**src/rtl/cpu_pkg.sv**
```systemverilog
// Shared pipeline types: load-type encodings and the M/W pipeline bundle.
package cpu_pkg;
  localparam int DW = 32;
  localparam int AW = 5;

  typedef enum logic [2:0] {
    LT_LW  = 3'b000,
    LT_LH  = 3'b001,
    LT_LHU = 3'b010,
    LT_LB  = 3'b011,
    LT_LBU = 3'b100
  } load_type_e;

  // load_type kept as raw bits so reserved codes can pass through to W.
  typedef struct packed {
    logic          reg_write;
    logic          mem_to_reg;
    logic [2:0]    load_type;
    logic [DW-1:0] alu_out;
    logic [AW-1:0] rw;
  } pipe_bundle_t;

  localparam pipe_bundle_t BUBBLE = '0;
endpackage

```
**src/rtl/mem_wb_pipe_if.sv**
```systemverilog
// E-stage inputs, data-memory port, M forwarding triple and W write port.
interface mem_wb_pipe_if #(parameter int DW = 32, parameter int AW = 5);
  logic          reg_writeE;
  logic          mem_to_regE;
  logic [2:0]    load_typeE;
  logic [DW-1:0] alu_outE;
  logic [AW-1:0] rwE;
  logic          stallM;
  logic          flushM;
  logic [DW-1:0] dmem_rdata;
  logic [DW-1:0] dmem_addr;
  logic          RegWriteM;
  logic [DW-1:0] Alu_outM;
  logic [AW-1:0] rwM;
  logic          load_pendingM;
  logic          we;
  logic [AW-1:0] rw;
  logic [DW-1:0] busw;
  logic          misalignW;

  modport master (
    output reg_writeE, mem_to_regE, load_typeE, alu_outE, rwE, stallM, flushM, dmem_rdata,
    input  dmem_addr, RegWriteM, Alu_outM, rwM, load_pendingM, we, rw, busw, misalignW
  );

  modport slave (
    input  reg_writeE, mem_to_regE, load_typeE, alu_outE, rwE, stallM, flushM, dmem_rdata,
    output dmem_addr, RegWriteM, Alu_outM, rwM, load_pendingM, we, rw, busw, misalignW
  );
endinterface

```
**src/rtl/mem_wb_pipe_load_align.sv**
```systemverilog
// Big-endian load extraction, sign/zero extension and misalign detection.
module load_align
  import cpu_pkg::*;
(
  input  logic [2:0]  load_type,
  input  logic [1:0]  offset,
  input  logic [31:0] rdata,
  output logic [31:0] data,
  output logic        misalign
);
  logic [15:0] half;
  logic [7:0]  byte_sel;

  // Select the addressed half and byte; offset 0 is the most significant lane.
  always_comb begin
    half = offset[1] ? rdata[15:0] : rdata[31:16];
    case (offset)
      2'd0:    byte_sel = rdata[31:24];
      2'd1:    byte_sel = rdata[23:16];
      2'd2:    byte_sel = rdata[15:8];
      default: byte_sel = rdata[7:0];
    endcase
  end

  // Extend by load type; reserved codes behave as LW.
  always_comb begin
    data     = rdata;
    misalign = |offset;
    case (load_type)
      LT_LH:  begin data = {{16{half[15]}}, half};       misalign = offset[0]; end
      LT_LHU: begin data = {16'h0, half};                misalign = offset[0]; end
      LT_LB:  begin data = {{24{byte_sel[7]}}, byte_sel}; misalign = 1'b0; end
      LT_LBU: begin data = {24'h0, byte_sel};            misalign = 1'b0; end
      default: ;
    endcase
  end
endmodule

```
**src/rtl/mem_wb_pipe.sv**
```systemverilog
// EX/MEM and MEM/WB registers, M-stage forwarding and W-stage write port.
module mem_wb_pipe
  import cpu_pkg::*;
#(
  parameter int DW = 32,
  parameter int AW = 5
) (
  input  logic         clk,
  input  logic         reset,
  mem_wb_pipe_if.slave bus
);
  pipe_bundle_t  e_d, m_q, w_q;
  logic [DW-1:0] ld_data;
  logic          ld_mis;
  logic [AW-1:0] rw_m, rw_w;
  logic          mis_w;

  assign e_d = '{reg_write:  bus.reg_writeE,
                 mem_to_reg: bus.mem_to_regE,
                 load_type:  bus.load_typeE,
                 alu_out:    bus.alu_outE,
                 rw:         bus.rwE};

  // M register: flush beats stall, stall holds, otherwise capture E.
  always_ff @(posedge clk or negedge reset) begin
    if (!reset)          m_q <= BUBBLE;
    else if (bus.flushM) m_q <= BUBBLE;
    else if (!bus.stallM) m_q <= e_d;
  end

  // W register: a stalled or flushed M must not retire twice, so W takes a bubble.
  always_ff @(posedge clk or negedge reset) begin
    if (!reset)                       w_q <= BUBBLE;
    else if (bus.stallM || bus.flushM) w_q <= BUBBLE;
    else                              w_q <= m_q;
  end

  load_align u_align (
    .load_type (w_q.load_type),
    .offset    (w_q.alu_out[1:0]),
    .rdata     (bus.dmem_rdata),
    .data      (ld_data),
    .misalign  (ld_mis)
  );

  assign rw_m = m_q.rw;
  assign rw_w = w_q.rw;

  // Loads are not forwardable from M; r0 is never a real destination.
  assign bus.RegWriteM     = m_q.reg_write & ~m_q.mem_to_reg & (rw_m != '0);
  assign bus.load_pendingM = m_q.reg_write &  m_q.mem_to_reg & (rw_m != '0);
  assign bus.Alu_outM      = m_q.alu_out;
  assign bus.rwM           = rw_m;
  assign bus.dmem_addr     = m_q.alu_out;

  assign mis_w         = w_q.mem_to_reg & w_q.reg_write & ld_mis;
  assign bus.misalignW = mis_w;
  assign bus.we        = w_q.reg_write & (rw_w != '0) & ~mis_w;
  assign bus.rw        = rw_w;
  assign bus.busw      = w_q.mem_to_reg ? ld_data : w_q.alu_out;
endmodule

```
**src/flat_wrapper.sv**
```systemverilog
// flat-port wrapper written by rule: the top's interface ports become plain ports
module mem_wb_pipe_flat import cpu_pkg::*;
#(
  parameter int DW = 32,
  parameter int AW = 5
)
  (clk, reset, bus_reg_writeE, bus_mem_to_regE, bus_load_typeE, bus_alu_outE, bus_rwE, bus_stallM, bus_flushM, bus_dmem_rdata, bus_dmem_addr, bus_RegWriteM, bus_Alu_outM, bus_rwM, bus_load_pendingM, bus_we, bus_rw, bus_busw, bus_misalignW);
  mem_wb_pipe_if #(.DW(DW), .AW(AW)) bus_i ();
  input  logic clk;
  input  logic reset;
  input wire logic [$bits(bus_i.reg_writeE)-1:0] bus_reg_writeE;
  input wire logic [$bits(bus_i.mem_to_regE)-1:0] bus_mem_to_regE;
  input wire logic [$bits(bus_i.load_typeE)-1:0] bus_load_typeE;
  input wire logic [$bits(bus_i.alu_outE)-1:0] bus_alu_outE;
  input wire logic [$bits(bus_i.rwE)-1:0] bus_rwE;
  input wire logic [$bits(bus_i.stallM)-1:0] bus_stallM;
  input wire logic [$bits(bus_i.flushM)-1:0] bus_flushM;
  input wire logic [$bits(bus_i.dmem_rdata)-1:0] bus_dmem_rdata;
  output wire logic [$bits(bus_i.dmem_addr)-1:0] bus_dmem_addr;
  output wire logic [$bits(bus_i.RegWriteM)-1:0] bus_RegWriteM;
  output wire logic [$bits(bus_i.Alu_outM)-1:0] bus_Alu_outM;
  output wire logic [$bits(bus_i.rwM)-1:0] bus_rwM;
  output wire logic [$bits(bus_i.load_pendingM)-1:0] bus_load_pendingM;
  output wire logic [$bits(bus_i.we)-1:0] bus_we;
  output wire logic [$bits(bus_i.rw)-1:0] bus_rw;
  output wire logic [$bits(bus_i.busw)-1:0] bus_busw;
  output wire logic [$bits(bus_i.misalignW)-1:0] bus_misalignW;
  assign bus_i.reg_writeE = bus_reg_writeE;
  assign bus_i.mem_to_regE = bus_mem_to_regE;
  assign bus_i.load_typeE = bus_load_typeE;
  assign bus_i.alu_outE = bus_alu_outE;
  assign bus_i.rwE = bus_rwE;
  assign bus_i.stallM = bus_stallM;
  assign bus_i.flushM = bus_flushM;
  assign bus_i.dmem_rdata = bus_dmem_rdata;
  assign bus_dmem_addr = bus_i.dmem_addr;
  assign bus_RegWriteM = bus_i.RegWriteM;
  assign bus_Alu_outM = bus_i.Alu_outM;
  assign bus_rwM = bus_i.rwM;
  assign bus_load_pendingM = bus_i.load_pendingM;
  assign bus_we = bus_i.we;
  assign bus_rw = bus_i.rw;
  assign bus_busw = bus_i.busw;
  assign bus_misalignW = bus_i.misalignW;
  mem_wb_pipe #(.DW(DW), .AW(AW)) u_core (.clk(clk), .reset(reset), .bus(bus_i));
endmodule
```
**config.mk**
```make
export PLATFORM = sky130hd
export DESIGN_NAME = mem_wb_pipe_flat
export DESIGN_NICKNAME = d
export VERILOG_FILES = /design/src/rtl/cpu_pkg.sv /design/src/rtl/mem_wb_pipe_if.sv /design/src/rtl/mem_wb_pipe_load_align.sv /design/src/rtl/mem_wb_pipe.sv /design/src/flat_wrapper.sv
export SDC_FILE = /design/constraint.sdc
export NUM_CORES = 1
export LEC_CHECK = 0
export ABC_CLOCK_PERIOD_IN_PS = 3650
export CORE_UTILIZATION = 28
export DETAILED_ROUTE_END_ITERATION = 10
export PLACE_DENSITY_LB_ADDON = 0.3
export SLEW_MARGIN = 20
export SYNTH_ARGS = -nofsm -noshare
export SYNTH_HDL_FRONTEND = slang
export SYNTH_SLANG_ARGS = --single-unit
```
**constraint.sdc**
```tcl
create_clock -name clk -period 3.65 [get_ports clk]
set_clock_uncertainty 0.2 [all_clocks]
set_input_delay 0.73 -clock clk [delete_from_list [all_inputs] [get_ports clk]]
set_output_delay 0.73 -clock clk [all_outputs]
set_load 0.03 [all_outputs]
```
==> flow_summary_export.csv, run 1 <==
group,metric,value,unit
run_status,status,"completed",
synthesis,yosysUniqueCellTypes,37,
detailed_routing,dr.pass1.iters,4,
clock_tree,cts_sinks,84,
timing,slew_headroom,48.3,%
synthesis,muxShareOfSynthArea,14.3,%
die,top_level_ports,188,
clock_tree,clkSlewWorstSetupHoldPaths,0.06,ns
synthesis,ys.flop_type,"dfrtp_1",
clock_tree,post_cts_buffers,0,
synthesis,synth_edf_count,0,
hold_path,min-delay-path-class,"input port to asynchronous set/reset pin",
critical_path,endpoint_kind,"output port",
critical_path,cp.required,2.72,ns
synthesis,yosys_warnings,0,
global_route,grt_antenna_before_repair,0,
global_route,grt_usage,16.4,%
synthesis,yosys.area.top_type,"dfrtp_1",
layout,drive_above_1_share,14.0,%
synthesis,yosysMostFrequentCell,"dfrtp_1",
timing,fmax,0.289,GHz
global_route,overflow,0,
run,maxCapViolations,0,
synthesis,syn_inst,478,
die,start_util,28.6,%
timing,finalMaxSlewViolations,0,
placement,finalWeightedCongestion,0.822,
synthesis,avgSynthCellArea,9.94,µm²
critical_path,cp_max_fo,2,
critical_path,startpoint_type,"input port",
die,rows,47,
critical_path,crit_slowest_cell,"clkdlybuf4s50_1",
power,p_leak,2.98,nW
detailed_routing,wire_per_inst,17.5,µm
global_route,grt_max_degree,85,
detailed_routing,routed_wl,14.2,mm
layout,nNetsFinal,664,
synthesis,synth_simple_gate_area_share,15.5,%
clock_tree,root_buffer,"clkbuf_16",
timing,fin_crit_sh,94.8,%
synthesis,synthesis.nets,556,
clock_tree,htreeDepth,3,
layout,final_area,0.00661,mm²
timing,tightest_slew,0.769,ns
detailed_routing,via_count,3688,
global_route,grt_pass1_wl,21.9,mm
clock_tree,numCtsBuffers,9,
layout,area_delta_synth_final,39.1,%
layout,diodes,0,
synthesis,synth_common_cells,"dfrtp_1 (84), nor2_1 (79), buf_4 (77), mux2i_1 (52), and2_1 (41)",
die,die_area,0.0175,mm²
synthesis,synth-async-reset-ratio,100,%
synthesis,synth_compound_area_share,10.0,%
synthesis,synth_top_cell_area_share,44.3,%
synthesis,synth_xor_area_share,0.869,%
global_route,grt_pass1_vias,3817,
power,peakVddDrop,211,µV
clock_tree,clock_latency,0.34,ns
detailed_routing,routed_via_density,4.55,
power,powerDensity,376,mW/mm²
clock_tree,cts_tree,"done",
detailed_routing,drc,0,
detailed_routing,first_iter_violations,166,
timing,period_minus_slack,3.46,ns
synthesis,ys_top_cells_by_area,"dfrtp_1 (44%), buf_4 (12%), mux2i_1 (11%), nor2_1 (6.2%), and2_1 (5.4%)",
detailed_routing,final_antenna_net_count,0,
clock_tree,cts_hold_buf,0,
clock_tree,clk_path_buf_depth,2,
die,die_height,132,µm
critical_path,worstSetupPathType,"input port to output port",
power,power,2.48,mW
synthesis,synth_area,0.00475,mm²
placement,io_buffer_count,187,
timing,rsz0062_at_grt,"no",
timing,setup_violations,0,
placement,pre_cts_slack,-0.0359,ns
synthesis,synth-seq-area-share,44.3,%
critical_path,r2r_cells,2,
placement,postPlaceCellArea,0.00630,mm²
synthesis,synth_top_family_by_area,"simple AND/OR/NAND/NOR gates",
critical_path,crit_arrival,2.53,ns
synthesis,ys_seq_elements,84,
die,core-area,0.0166,mm²
timing,hold_viol,0,
timing,worst_slack,0.189,ns
critical_path,critical-path-max-stage-delay,0.70,ns
critical_path,path_cells,"clkdlybuf4s50_1, buf_4, nor2_1, a21oi_1, a21oi_1, o22ai_1, clkdlybuf4s50_1",
synthesis,yosys.area_share.adder,0.211,%
placement,post-dp-hpwl,10.6,mm
die,die_w,132,µm
-- sequential cells by signal, indices dropped and copies added, names as in the netlist --
| name | flops |
|---|---|
| u_core.bus.rw | 5 |
| u_core.bus.rwM | 5 |
| u_core.m_q | 5 |
| u_core.bus.Alu_outM | 32 |
| u_core.w_q | 37 |
-- layout make-up --
cell class / count / area (µm²)
Timing Repair Buffer: 199 / 1960
Inverter: 4 / 15.0
Sequential cell: 84 / 2100
Tap cell: 220 / 275
Multi-Input combinational cell: 288 / 1940
Clock buffer: 11 / 253
Clock inverter: 5 / 58.8
Fill cell: 1678 / 9970
-- power breakdown --
part / switching [mW] / internal (mW)
logic: 0.288 / 0.240
clock network: 0.382 / 0.569
registers: 0.0350 / 0.968
-- path summary, 6_finish.rpt --
check                                                          from                                   to  slack [ns]
worst max-delay path                             bus_dmem_rdata[23]                          bus_busw[7]        0.19
worst min-delay path                                          reset  u_core.bus.Alu_outM[20]$_DFFE_PN0P_        0.22
worst max register to register  u_core.bus.Alu_outM[30]$_DFFE_PN0P_  u_core.bus.Alu_outM[30]$_DFFE_PN0P_        2.68
worst min register to register           u_core.m_q[39]$_DFFE_PN0P_             u_core.w_q[39]$_DFF_PN0_        0.30
max in group asynchronous                                     reset             u_core.w_q[11]$_DFF_PN0_        2.49
min in group clk                         u_core.m_q[39]$_DFFE_PN0P_             u_core.w_q[39]$_DFF_PN0_        0.30
-- per-stage QoR --
stage	cells	hold WS [ns]	util (%)	setup TNS (ns)
2_1_floorplan	478	0.234	-	0
3_3_place_gp	795	0.288	38.0	0
3_5_place_dp	795	0.291	38.0	-0.197
4_1_cts	811	0.306	39.8	0
5_1_grt	811	0.287	39.9	0
6_report	811	0.218	39.9	0
-- per-layer routing --
| metal | GRT usage (%) | share of wire (%) | vias to the layer above |
|---|---|---|---|
| li1 | - | - | 1750 |
| met1 | 21.9 | 46 | 1799 |
| met2 | 26.5 | 48 | 118 |
| met3 | 2.58 | 4.1 | 21 |
| met4 | 6.45 | 2.3 | 0 |
| met5 | 0 | 0 | - |
-- cell usage in the layout, fill, tap and decap left out, types with 2 or more instances in the layout --
cell	Yosys	layout
and2_1	41	41
nand2_1	27	27
a221o_1	7	7
o2bb2ai_1	6	6
nor3b_1	2	2
or4_1	2	2
clkbuf_16	0	9
buf_2	10	2
clkinvlp_4	0	2
buf_12	0	6
dlygate4sd2_1	0	9
xnor2_2	2	2
dfrtp_1	84	84
a221oi_2	7	7
o21ai_0	10	10
a21oi_1	21	21
inv_1	4	4
nor2_1	79	78
mux2_2	14	14
buf_4	77	28
mux2i_1	52	52
clkbuf_8	0	2
clkdlybuf4s50_1	0	153
-- what timing repair did --
item,CTS,global route
gates resized for setup,9,0
hold endpoints to repair,0,0
endpoints found under the setup margin,9,0
-- cells by family after synthesis --
| family | count (synthesis) |
|---|---|
| AO/OA/AOI/OAI | 61 |
| adder cells (fa/ha/maj) | 1 |
| XOR/XNOR | 3 |
| buffers and inverters | 106 |
| AND/OR/NAND/NOR | 157 |
| flip-flops | 84 |
| multiplexers | 66 |
-- critical path: cells and delay by family --
family | cells | cell delay [ns]
buffers and inverters | 3 | 1.30
AOI/OAI and AO/OA | 3 | 0.46
and+or+nand+nor | 1 | 0.04
Power figures use the tool's default switching activity.
==> run 2, diff against run 1 <==
--- a/config.mk
+++ b/config.mk
@@ -5,7 +5,7 @@
 export SDC_FILE = /design/constraint.sdc
 export NUM_CORES = 1
 export LEC_CHECK = 0
-export ABC_CLOCK_PERIOD_IN_PS = 3650
+export ABC_CLOCK_PERIOD_IN_PS = 4250
 export CORE_UTILIZATION = 28
 export DETAILED_ROUTE_END_ITERATION = 10
 export PLACE_DENSITY_LB_ADDON = 0.3
==> constraint.sdc (replaced) <==
create_clock -name clk -period 4.25 [get_ports clk]
set_clock_uncertainty 0.2 [all_clocks]
set_input_delay 0.85 -clock clk [delete_from_list [all_inputs] [get_ports clk]]
set_output_delay 0.85 -clock clk [all_outputs]
set_load 0.03 [all_outputs]
==> flow_summary_export.csv, run 2 (same netlist as run 1, synthesis figures left out) <==
group,metric,value,unit
timing,fin_crit_sh,97.3,%
layout,layout_common_cells,"clkdlybuf4s50_1 (171), dfrtp_1 (84), nor2_1 (78)",
detailed_routing,wire_per_inst,17.6,µm
power,peakVddDrop,183,µV
clock_tree,root_buffer,"clkbuf_16",
detailed_routing,final_antenna_net_count,0,
power,powerDensity,320,mW/mm²
detailed_routing,routed_via_density,4.55,
run_status,status,"completed",
die,die_height,132,µm
detailed_routing,first_iter_violations,174,
hold_path,min-delay-path-class,"flip-flop to flip-flop",
layout,diodes,0,
layout,final_area,0.00657,mm²
clock_tree,clkSlewWorstSetupHoldPaths,0.06,ns
critical_path,cp_max_fo,7,
global_route,grt_max_degree,85,
critical_path,cp.required,3.20,ns
timing,rsz0062_at_grt,"no",
critical_path,startpoint_type,"input port",
global_route,grt_usage,16.5,%
layout,largest_reg_flops,37,
die,core-area,0.0166,mm²
clock_tree,numCtsBuffers,9,
detailed_routing,drc,0,
die,rows,47,
layout,drive_above_1_share,11.8,%
detailed_routing,dr.pass1.iters,4,
clock_tree,cts_hold_buf,0,
power,p_leak,2.89,nW
timing,hold_viol,0,
layout,nNetsFinal,660,
layout,area_delta_synth_final,38.4,%
layout,top_register,"u_core.w_q",
clock_tree,cts_resized,0,
critical_path,crit_arrival,3.09,ns
clock_tree,post_cts_buffers,0,
die,die_w,132,µm
global_route,grt_pass1_wl,22.0,mm
timing,setup_violations,0,
clock_tree,clk_path_buf_depth,2,
placement,postPlaceCellArea,0.00627,mm²
die,die_area,0.0175,mm²
timing,fmax,0.242,GHz
critical_path,worstSetupPathType,"input port to output port",
clock_tree,htreeDepth,3,
layout,fin_util,39.6,%
timing,slew_headroom,48.3,%
placement,post-dp-hpwl,10.5,mm
die,top_level_ports,188,
clock_tree,clock_latency,0.34,ns
global_route,grt_pass1_vias,3743,
clock_tree,cts_tree,"done",
critical_path,endpoint_kind,"output port",
layout,mostFrequentLayoutCell,"clkdlybuf4s50_1",
die,start_util,28.6,%
global_route,grt_antenna_before_repair,0,
detailed_routing,routed_wl,14.2,mm
timing,tightest_slew,0.775,ns
global_route,overflow,0,
detailed_routing,via_count,3671,
timing,setup_tns,0,ns
placement,io_buffer_count,187,
timing,period_minus_slack,4.14,ns
clock_tree,cts_sinks,84,
timing,finalMaxSlewViolations,0,
run,maxCapViolations,0,
placement,finalWeightedCongestion,0.877,
==> run 2: worst max-delay path: stages <==
cell and delay (ns):
clkdlybuf4s50_1 0.53, mux2i_1 0.11, mux2_2 0.30, o211a_4 0.30, a221oi_2 0.27, clkdlybuf4s50_1 0.71
==> run 2: report_power, final <==
group	internal [mW]	switching, mW
Clock	0.459	0.329
Combinational	0.208	0.245
Sequential	0.831	0.0309
==> run 2: routing by layer <==
metal / wire [µm] / GRT usage, % / vias up
li1: - / - / 1746
met1: 6120 / 20.7 / 1779
met2: 7020 / 28.0 / 124
met3: 696 / 3.31 / 22
met4: 327 / 6.26 / 0
met5: 0 / 0 / -
==> run 2: path summary, 6_finish.rpt <==
check | start | to | slack, ns | cells past startpoint
min in group asynchronous | reset | u_core.bus.Alu_outM[20]$_DFFE_PN0P_ | 0.33 | 1
setup / recovery | bus_dmem_rdata[31] | bus_busw[14] | 0.11 | 6
max in group asynchronous | reset | u_core.w_q[5]$_DFF_PN0_ | 2.97 | 1
hold / removal | u_core.m_q[39]$_DFFE_PN0P_ | u_core.w_q[39]$_DFF_PN0_ | 0.29 | 1
hold reg to reg | u_core.m_q[39]$_DFFE_PN0P_ | u_core.w_q[39]$_DFF_PN0_ | 0.29 | 1
setup reg to reg | u_core.bus.Alu_outM[11]$_DFFE_PN0P_ | u_core.bus.Alu_outM[11]$_DFFE_PN0P_ | 3.25 | 2
==> run 2: through the flow <==
step                      hold WS, ns  worst slack (ns)  instances  total power [mW]
after global placement          0.280             0.173        791              1.33
after global routing            0.332            0.0583        806              2.20
after detailed placement        0.274             0.132        791              1.33
after CTS                       0.296             0.130        806              2.14
after floorplan                 0.253              1.17        478              1.15
final                           0.291             0.114        806              2.10
==> run 2: final cells by class <==
cell class,instances,area [µm²]
Multi-Input combinational cell,288,1940
Clock inverter,6,72.6
Fill cell,1661,10000
Tap cell,220,275
Timing Repair Buffer,195,1940
Inverter,4,15.0
Sequential cell,84,2100
Clock buffer,9,225
==> run 3, diff against run 2 <==
--- a/config.mk
+++ b/config.mk
@@ -8,6 +8,7 @@
 export ABC_CLOCK_PERIOD_IN_PS = 4250
 export CORE_UTILIZATION = 28
 export DETAILED_ROUTE_END_ITERATION = 10
+export GPL_TIMING_DRIVEN = 0
 export PLACE_DENSITY_LB_ADDON = 0.3
 export SLEW_MARGIN = 20
 export SYNTH_ARGS = -nofsm -noshare
==> flow_summary_export.csv, run 3 (same netlist as run 1, synthesis figures left out) <==
group,metric,value,unit
run_status,status,"completed",
power,power.internal,1.66,mW
power,switching_power,622,µW
die,start_util,28.6,%
critical_path,critical-path-max-stage-delay,0.72,ns
placement,post-dp-hpwl,11.5,mm
layout,diodes,0,
clock_tree,post_cts_buffers,0,
timing,slew_headroom,49.1,%
detailed_routing,drc,0,
critical_path,startpoint,"bus_dmem_rdata[31]",
critical_path,endpoint_kind,"output port",
detailed_routing,wire_per_inst,16.3,µm
clock_tree,clock_latency,0.34,ns
global_route,overflow,0,
critical_path,r2r_cells,2,
detailed_routing,via_count,3977,
die,die_w,132,µm
layout,nNetsFinal,753,
critical_path,cp.depth,7,
clock_tree,numCtsBuffers,9,
power,p_leak,3.49,nW
timing,rsz0062_at_grt,"no",
global_route,grt_max_degree,59,
placement,finalWeightedCongestion,0.895,
critical_path,worstSetupPathType,"input port to output port",
detailed_routing,first_iter_violations,164,
clock_tree,root_buffer,"clkbuf_16",
layout,drive_above_1_share,19.9,%
timing,setup_tns,0,ns
detailed_routing,final_antenna_net_count,0,
timing,tightest_slew,0.757,ns
die,rows,47,
critical_path,startpoint_type,"input port",
placement,io_buffer_count,185,
die,top_level_ports,188,
critical_path,cp.required,3.20,ns
die,core-area,0.0166,mm²
detailed_routing,routed_via_density,4.42,
detailed_routing,routed_wl,14.7,mm
clock_tree,clk_path_buf_depth,2,
hold_path,min-delay-path-class,"input port to asynchronous set/reset pin",
timing,fin_crit_sh,98.2,%
power,peakVddDrop,196,µV
detailed_routing,dr.pass1.iters,4,
timing,hold_viol,0,
timing,setup_violations,0,
run,maxCapViolations,0,
layout,nFillCells,1604,
critical_path,r2r-start,"u_core.bus.Alu_outM[14]$_DFFE_PN0P_",
layout,top_register,"u_core.w_q",
power,p_sw_share,27.2,%
critical_path,r2r_slack,3.26,ns
critical_path,cp_max_fo,10,
critical_path,cp-endpoint,"bus_busw[28]",
critical_path,critPathTopFamily,"buffers and inverters",
layout,mostFrequentLayoutCell,"clkdlybuf4s50_1",
layout,layout_common_cells,"clkdlybuf4s50_1 (173), dfrtp_1 (84), nor2_1 (79)",
global_route,grt_antenna_before_repair,0,
timing,fmax,0.240,GHz
layout,area_delta_synth_final,53.3,%
die,die_area,0.0175,mm²
power,p_clk_share,39.9,%
clock_tree,clkSlewWorstSetupHoldPaths,0.06,ns
layout,largest_reg_flops,37,
critical_path,rr_endpoint,"u_core.bus.Alu_outM[14]$_DFFE_PN0P_",
global_route,grt_usage,17.0,%
critical_path,critical_path_buf_inv_count,3,
power,combPwrFrac,22.5,%
power,power,2.28,mW
clock_tree,cts_sinks,84,
timing,finalMaxSlewViolations,0,
clock_tree,htreeDepth,3,
global_route,grt_pass1_vias,4199,
critical_path,crit_slowest_cell,"clkdlybuf4s50_1",
global_route,grt_pass1_wl,22.9,mm
clock_tree,cts_tree,"done",
power,powerDensity,314,mW/mm²
timing,period_minus_slack,4.17,ns
die,die_height,132,µm
critical_path,path_cells,"clkdlybuf4s50_1, mux2i_1, mux2i_1, a31oi_4, buf_2, a21oi_1, clkdlybuf4s50_1",
critical_path,crit_arrival,3.12,ns
power,pwr-share-seq,37.6,%
[run 3: cell types whose count changed in the layout (fill, tap and decap cells not counted), sizes merged]
cell,previous run,this run
dlymetal6s2s,0,10
clkinv,1,0
inv,7,6
clkdlybuf4s50,171,173
clkinvlp,1,2
buf,24,90
dlygate4sd2,0,1
clkbuf,9,23
bufinv,1,3
[run 3: worst min-delay path by stage]
stage,slack (ns),endpoint,depth (start not counted)
final,0.23,u_core.bus.Alu_outM[17]$_DFFE_PN0P_,1
after global routing,0.24,u_core.w_q[25]$_DFF_PN0_,1
after CTS,0.22,u_core.bus.Alu_outM[20]$_DFFE_PN0P_,1
after detailed placement,0.28,u_core.w_q[39]$_DFF_PN0_,1
after global placement,0.29,u_core.w_q[39]$_DFF_PN0_,1
after floorplan,0.25,u_core.w_q[37]$_DFF_PN0_,1
[run 3: metal layers]
layer / track usage, % / wire length (µm) / share of wire [%] / vias to the layer above
li1: - / - / - / 1938
met1: 21.7 / 6360 / 43 / 1898
met2: 28.7 / 7300 / 50 / 125
met3: 2.69 / 728 / 5.0 / 16
met4: 7.15 / 299 / 2.0 / 0
met5: 0 / 0 / 0 / -
[run 3: final cells by class]
| type | count | area, µm² | share of cell area [%] |
|---|---|---|---|
| sequential | 84 | 2100 | 28.9 |
| multi-input combinational | 288 | 1950 | 26.8 |
| timing repair buffer | 186 | 1900 | 26.1 |
| buffer | 102 | 692 | 9.50 |
| tap | 220 | 275 | 3.78 |
| clock buffer | 9 | 225 | 3.09 |
| clock inverter | 7 | 123 | 1.68 |
| inverter | 4 | 15.0 | 0.206 |
[run 3: power groups by stage]
stage	logic (mW)	clock network, mW	registers, mW
after floorplan	0.285	0	0.863
after global placement	0.510	0	0.873
after detailed placement	0.517	0	0.874
after CTS	0.519	0.941	0.859
after global routing	0.546	0.967	0.863
final	0.514	0.912	0.858
[run 3: what timing repair did]
action / 4_1_cts / 5_1_grt
hold buffers: 0 / 0
gates cloned: 0 / 0
endpoints found under the setup margin: 1 / 16
gates resized for setup: 1 / 11
[run 3: worst reg2reg max path, cell delays in order, from the launching register on]
cell,delay [ns]
dfrtp_1,0.41
mux2i_1,0.18
nor2_1,0.06
[run 3: per-stage QoR]
stage	hold WS (ns)	area [µm²]	setup WS (ns)	utilization [%]	instances
CTS	0.220	7250	0.00642	43.7	900
detailed placement	0.281	6900	0.0165	41.6	884
floorplan	0.253	4750	1.17	-	478
global route	0.241	7280	0.00404	43.9	900
finish	0.231	7280	0.0761	43.9	900
global placement	0.295	6880	-0.899	41.5	883
